`src/rtl/mult_eval_pkg.sv`:
```
// Shared types and width helpers for the approximate-multiplier error evaluators.
package mult_eval_pkg;

  localparam int OP_W   = 4;
  localparam int PROD_W = 2 * OP_W;
  localparam int CNT_W  = 2 * OP_W + 1;
  localparam int SUM_W  = 4 * OP_W;

  typedef enum logic [1:0] {
    S_IDLE  = 2'd0,
    S_SWEEP = 2'd1,
    S_DRAIN = 2'd2,
    S_DONE  = 2'd3
  } eval_state_t;

endpackage

```
`src/rtl/err_abs_diff.sv`:
```
// Unsigned |x - y| on N-bit operands, plus a flag for a nonzero difference.
module err_abs_diff
  import mult_eval_pkg::*;
#(
  parameter int N = PROD_W
) (
  input  logic [N-1:0] x,
  input  logic [N-1:0] y,
  output logic [N-1:0] mag,
  output logic         nz
);

  always_comb begin
    mag = (x >= y) ? (x - y) : (y - x);
    nz  = (x != y);
  end

endmodule

```
`src/rtl/mult4_err_eval.sv`:
```
// Exhaustive-sweep error evaluator for a 4x4 approximate multiplier.
// Optional first-failure capture is enabled by defining MULT_EVAL_FIRST_FAIL_EN.
//
// Host handshake: start is a request sampled every edge but accepted only in
// IDLE or DONE; busy is high from the accepting edge through the final compare,
// and done is a level that stays high until the next accepted start.
module mult4_err_eval
  import mult_eval_pkg::*;
#(
  parameter int W = OP_W
) (
  input  logic              clk,
  input  logic              rst,
  input  logic              start,
  output logic              busy,
  output logic              done,
  output logic [W-1:0]      dut_a,
  output logic [W-1:0]      dut_b,
  input  logic [2*W-1:0]    dut_p,
  output logic [2*W:0]      err_count,
  output logic [2*W-1:0]    max_err,
  output logic [4*W-1:0]    sum_abs_err,
  output logic [W-1:0]      fail_a,
  output logic [W-1:0]      fail_b,
  output logic              fail_valid,
  output eval_state_t       dbg_state
);

  eval_state_t       state;
  logic [2*W-1:0]    cnt;
  logic              cmp_v;
  logic [2*W-1:0]    exact;
  logic [2*W-1:0]    diff;
  logic              diff_nz;
  logic              start_acc;
  logic              hit;

  assign start_acc = start && ((state == S_IDLE) || (state == S_DONE));
  assign exact     = {{W{1'b0}}, dut_a} * {{W{1'b0}}, dut_b};
  assign hit       = cmp_v && diff_nz;
  assign dbg_state = state;

  err_abs_diff #(.N(2*W)) u_abs (
    .x   (dut_p),
    .y   (exact),
    .mag (diff),
    .nz  (diff_nz)
  );

  always_ff @(posedge clk or posedge rst) begin
    if (rst) begin
      state       <= S_IDLE;
      busy        <= 1'b0;
      done        <= 1'b0;
      cnt         <= '0;
      cmp_v       <= 1'b0;
      dut_a       <= '0;
      dut_b       <= '0;
      err_count   <= '0;
      max_err     <= '0;
      sum_abs_err <= '0;
    end else begin
      // The compare stage trails the drive stage by one cycle, so the final
      // pair is still accumulated while the FSM sits in DRAIN.
      if (hit) begin
        err_count   <= err_count + {{2*W{1'b0}}, 1'b1};
        sum_abs_err <= sum_abs_err + {{2*W{1'b0}}, diff};
        if (diff > max_err) max_err <= diff;
      end
      cmp_v <= (state == S_SWEEP);

      case (state)
        S_IDLE, S_DONE: begin
          if (start_acc) begin
            state       <= S_SWEEP;
            busy        <= 1'b1;
            done        <= 1'b0;
            cnt         <= '0;
            err_count   <= '0;
            max_err     <= '0;
            sum_abs_err <= '0;
          end
        end
        S_SWEEP: begin
          {dut_a, dut_b} <= cnt;
          cnt            <= cnt + {{(2*W-1){1'b0}}, 1'b1};
          if (cnt == '1) state <= S_DRAIN;
        end
        S_DRAIN: begin
          state <= S_DONE;
          busy  <= 1'b0;
          done  <= 1'b1;
        end
        default: state <= S_IDLE;
      endcase
    end
  end

`ifdef MULT_EVAL_FIRST_FAIL_EN
  always_ff @(posedge clk or posedge rst) begin
    if (rst) begin
      fail_a     <= '0;
      fail_b     <= '0;
      fail_valid <= 1'b0;
    end else if (start_acc) begin
      fail_a     <= '0;
      fail_b     <= '0;
      fail_valid <= 1'b0;
    end else if (hit && !fail_valid) begin
      fail_a     <= dut_a;
      fail_b     <= dut_b;
      fail_valid <= 1'b1;
    end
  end
`else
  assign fail_a     = '0;
  assign fail_b     = '0;
  assign fail_valid = 1'b0;
`endif

endmodule

```
`config.mk`:
```
export PLATFORM = sky130hd
export DESIGN_NAME = mult4_err_eval
export DESIGN_NICKNAME = d
export VERILOG_FILES = /design/src/rtl/mult_eval_pkg.sv /design/src/rtl/err_abs_diff.sv /design/src/rtl/mult4_err_eval.sv
export SDC_FILE = /design/constraint.sdc
export NUM_CORES = 1
export LEC_CHECK = 0
export BUFFER_PORTS_ARGS = -buffer_cell sky130_fd_sc_hd__buf_2
export CAP_MARGIN = 20
export CORE_UTILIZATION = 35
export DETAILED_ROUTE_END_ITERATION = 8
export GPL_ROUTABILITY_DRIVEN = 0
export SLEW_MARGIN = 20
export SYNTH_ARGS = -nofsm -noshare
export SYNTH_HDL_FRONTEND = slang
export SYNTH_SLANG_ARGS = --single-unit
export TNS_END_PERCENT = 100
```
`constraint.sdc`:
```
create_clock -name clk -period 6.77 [get_ports clk]
set_input_delay 1.354 -clock clk [delete_from_list [all_inputs] [get_ports clk]]
set_output_delay 1.354 -clock clk [all_outputs]
set_load 0.1 [all_outputs]
```
==> impl_metrics.env <==
export IMPL_end_kind="register"
export IMPL_nNetsFinal=591
export IMPL_fin_crit_ns=6.37
export IMPL_synth_ff_type="dfrtp_1"
export IMPL_finalSetupViolCount=0
export IMPL_dp_hpwl_microns=7300
export IMPL_synth_edf_count=0
export IMPL_synth_top_area_frac=0.316
export IMPL_postSynth_asyncResetShare=1.00
export IMPL_area_growth_pct=12.5
export IMPL_synth_common_cells="54 x dfrtp_1, 50 x ha_1, 46 x nand2_1"
export IMPL_htreeDepth=2
export IMPL_yosysWarnings=0
export IMPL_drt_iter0_markers=198
export IMPL_wl_met1_microns=4560
export IMPL_tns_ns=0
export IMPL_tightest_slew_ns=1.07
export IMPL_netlist_top_cells_area="dfrtp_1 32%, ha_1 15%, a21oi_1 4.3%"
export IMPL_required_ns=6.95
export IMPL_cts_sinks=54
export IMPL_syn_area_per_cell_sq_um=9.01
export IMPL_r2r_start="dut_a[0]$_DFFE_PP0P_"
export IMPL_grt_pass1_wl_microns=16400
export IMPL_cts_tree="done"
export IMPL_hold_viol_final=0
export IMPL_hp_start="sum_abs_err[2]$_DFF_PP0_"
export IMPL_fp_dieH_microns=113
export IMPL_ys_ff_latch=54
export IMPL_critical_path_max_fanout=8
export IMPL_io_pins=65
export IMPL_yosysSeqAreaShare=0.316
export IMPL_relSlewSlack=0.288
export IMPL_criticalPathCategory="register to register"
export IMPL_outcome="complete, no violations"
export IMPL_holdPathEnd="sum_abs_err[2]$_DFF_PP0_"
export IMPL_wl_per_cell_microns=14.3
export IMPL_vias=3504
export IMPL_finalCritPeriodShare=0.941
export IMPL_post_cts_resized=0
export IMPL_r2r_cells=23
export IMPL_ir_drop_v=0.000445
export IMPL_worstSkewPairLatency_ns=0.30
export IMPL_top_layer="met4"
export IMPL_skew_ns=0.00568
export IMPL_holdPathStages=2
export IMPL_synth_most_common_cell="dfrtp_1"
export IMPL_postCtsHoldBufs=0
export IMPL_rsz0062_at_grt="false"
export IMPL_grtUsageTotal=0.159
export IMPL_regToRegSetupSlack_ns=0.40
export IMPL_dp_cells=663
export IMPL_clkTransAtPathRegs_ns=0.07
export IMPL_layoutNonFillerInstCount=671
export IMPL_io_buffers=55
export IMPL_crit_arrival_ns=6.55
export IMPL_grt_pass1_vias=3375
export IMPL_die_w_microns=113
export IMPL_die_area_sq_um=12700
export IMPL_core_sq_um=12000
export IMPL_hp_class="register to register"
export IMPL_routed_wl_microns=9600
export IMPL_numCtsBuffers=5
export IMPL_grt_max_degree=55
export IMPL_power_mw=2.01
export IMPL_drc=0
export IMPL_cts_buffer_depth=2
export IMPL_drv_cap=0
export IMPL_antenna_found_initial=0
export IMPL_synthesis_area_sq_um=4280
export IMPL_vias_per_cell=5.22
export IMPL_overflow=0
export IMPL_power_per_cell_area_nw_per_um2=417
export IMPL_antenna_cells=0
export IMPL_max_freq_mhz=157
export IMPL_startpoint_type="register"
export IMPL_r2r_end="sum_abs_err[12]$_DFF_PP0_"
export IMPL_num_rows=40
export IMPL_root_buffer="clkbuf_16"
export IMPL_wl_met2_microns=4540
export IMPL_cts_setup_buffers=0
export IMPL_start_util=0.358
export IMPL_syn_instance_count=475
export IMPL_final_core_util=0.403
export IMPL_synthDistinctLibCells=55
export IMPL_finalMaxSlewViolations=0
export IMPL_wl_met3_microns=371
export IMPL_ant_nets=0
export IMPL_drtPass1Iterations=4
export IMPL_yosysTopAreaCell="dfrtp_1"
export IMPL_drive_gt1_frac=0.151
export IMPL_p_leak_nw=2.40
[report_power, final]
| part | switching, mW | total (mW) | internal, mW | leakage [nW] |
|---|---|---|---|---|
| Clock | 0.126 | 0.301 | 0.175 | 0.0771 |
| Sequential | 0.0891 | 0.493 | 0.404 | 0.713 |
| Combinational | 0.925 | 1.21 | 0.289 | 1.61 |
[per-layer routing]
metal / vias up / track usage
met4: 0 / 0.0409
met5: - / 0
met3: 8 / 0.0275
li1: 1747 / -
met1: 1692 / 0.209
met2: 57 / 0.269
[final cells by class]
cell class	count	area, sq um
Clock buffer	6	129
Clock inverter	2	37.5
Fill cell	1176	7150
Inverter	42	158
Multi-Input combinational cell	363	2670
Sequential cell	54	1350
Tap cell	147	184
Timing Repair Buffer	57	290
[flip-flops by register name (all words and copies together), names as in the netlist]
name / flops
sum_abs_err: 16
err_count: 9
cnt: 8
max_err: 8
dut_a: 4
dut_b: 4
dbg_state: 2
busy: 1
cmp_v: 1
done: 1
[placed cells by master, fill, tap and decap left out, drive strengths merged, types with 5 or more instances in the layout]
| cell | instances |
|---|---|
| nor2 | 20 |
| o21a | 6 |
| nand3b | 8 |
| buf | 57 |
| nand2 | 46 |
| fa | 7 |
| mux2i | 11 |
| and2 | 17 |
| nand4 | 8 |
| inv | 42 |
| a21oi | 37 |
| ha | 50 |
| xnor2 | 10 |
| nand2b | 6 |
| mux2 | 8 |
| nor3 | 6 |
| xor2 | 11 |
| conb | 9 |
| o21ai | 20 |
| dfrtp | 54 |
| nand3 | 18 |
| a211o | 5 |
| nor4b | 6 |
| clkbuf | 6 |
| a21o | 9 |
[worst max-delay path: stages (launching register included)]
cell and delay, ns:
dfrtp_1 0.41, nand2_1 0.10, fa_1 0.51, fa_1 0.60
inv_1 0.06, ha_1 0.28, a21o_1 0.17, a21oi_1 0.20
o21bai_1 0.09, a21oi_1 0.17, xor2_1 0.16, ha_1 0.32
nand4_1 0.23, a31oi_1 0.11, a211oi_4 0.54, mux2i_1 0.47
inv_1 0.12, fa_1 0.43, nand3b_1 0.22, a21oi_1 0.22
o21a_1 0.18, o21a_1 0.28, nor4b_1 0.09, a211o_1 0.31
[logic make-up (layout without fill, tap and decap cells)]
kind of cell / after synthesis / after routing / share of synthesized area
xor+xnor: 21 / 21 / 0.0430
fa+ha+maj: 57 / 57 / 0.179
compound gates: 109 / 109 / 0.168
other cells: 1 / 9 / 0.000876
buf+inv: 66 / 107 / 0.0684
mux: 19 / 19 / 0.0468
flops: 54 / 54 / 0.316
simple gates: 148 / 148 / 0.179
[stage by stage]
stage	area, sq um	hold slack, ns	setup WS [ns]
after floorplan	4310	0.500	0.396
after global placement	4650	0.524	0.670
after detailed placement	4650	0.522	0.446
after CTS	4820	0.548	0.390
after global routing	4820	0.576	0.00174
final	4820	0.543	0.403
[worst max path at each step]
stage | from | to | slack [ns] | cells past startpoint
detailed placement | dut_a[0]$_DFFE_PP0P_ | sum_abs_err[12]$_DFF_PP0_ | 0.45 | 23
global placement | dut_a[0]$_DFFE_PP0P_ | max_err[7]$_DFF_PP0_ | 0.67 | 23
global route | dut_a[0]$_DFFE_PP0P_ | sum_abs_err[10]$_DFF_PP0_ | 0.002 | 23
floorplan | dut_a[0]$_DFFE_PP0P_ | sum_abs_err[12]$_DFF_PP0_ | 0.40 | 23
CTS | dut_a[0]$_DFFE_PP0P_ | sum_abs_err[12]$_DFF_PP0_ | 0.39 | 23
finish | dut_a[0]$_DFFE_PP0P_ | sum_abs_err[12]$_DFF_PP0_ | 0.40 | 23
Power figures use the tool's default switching activity.
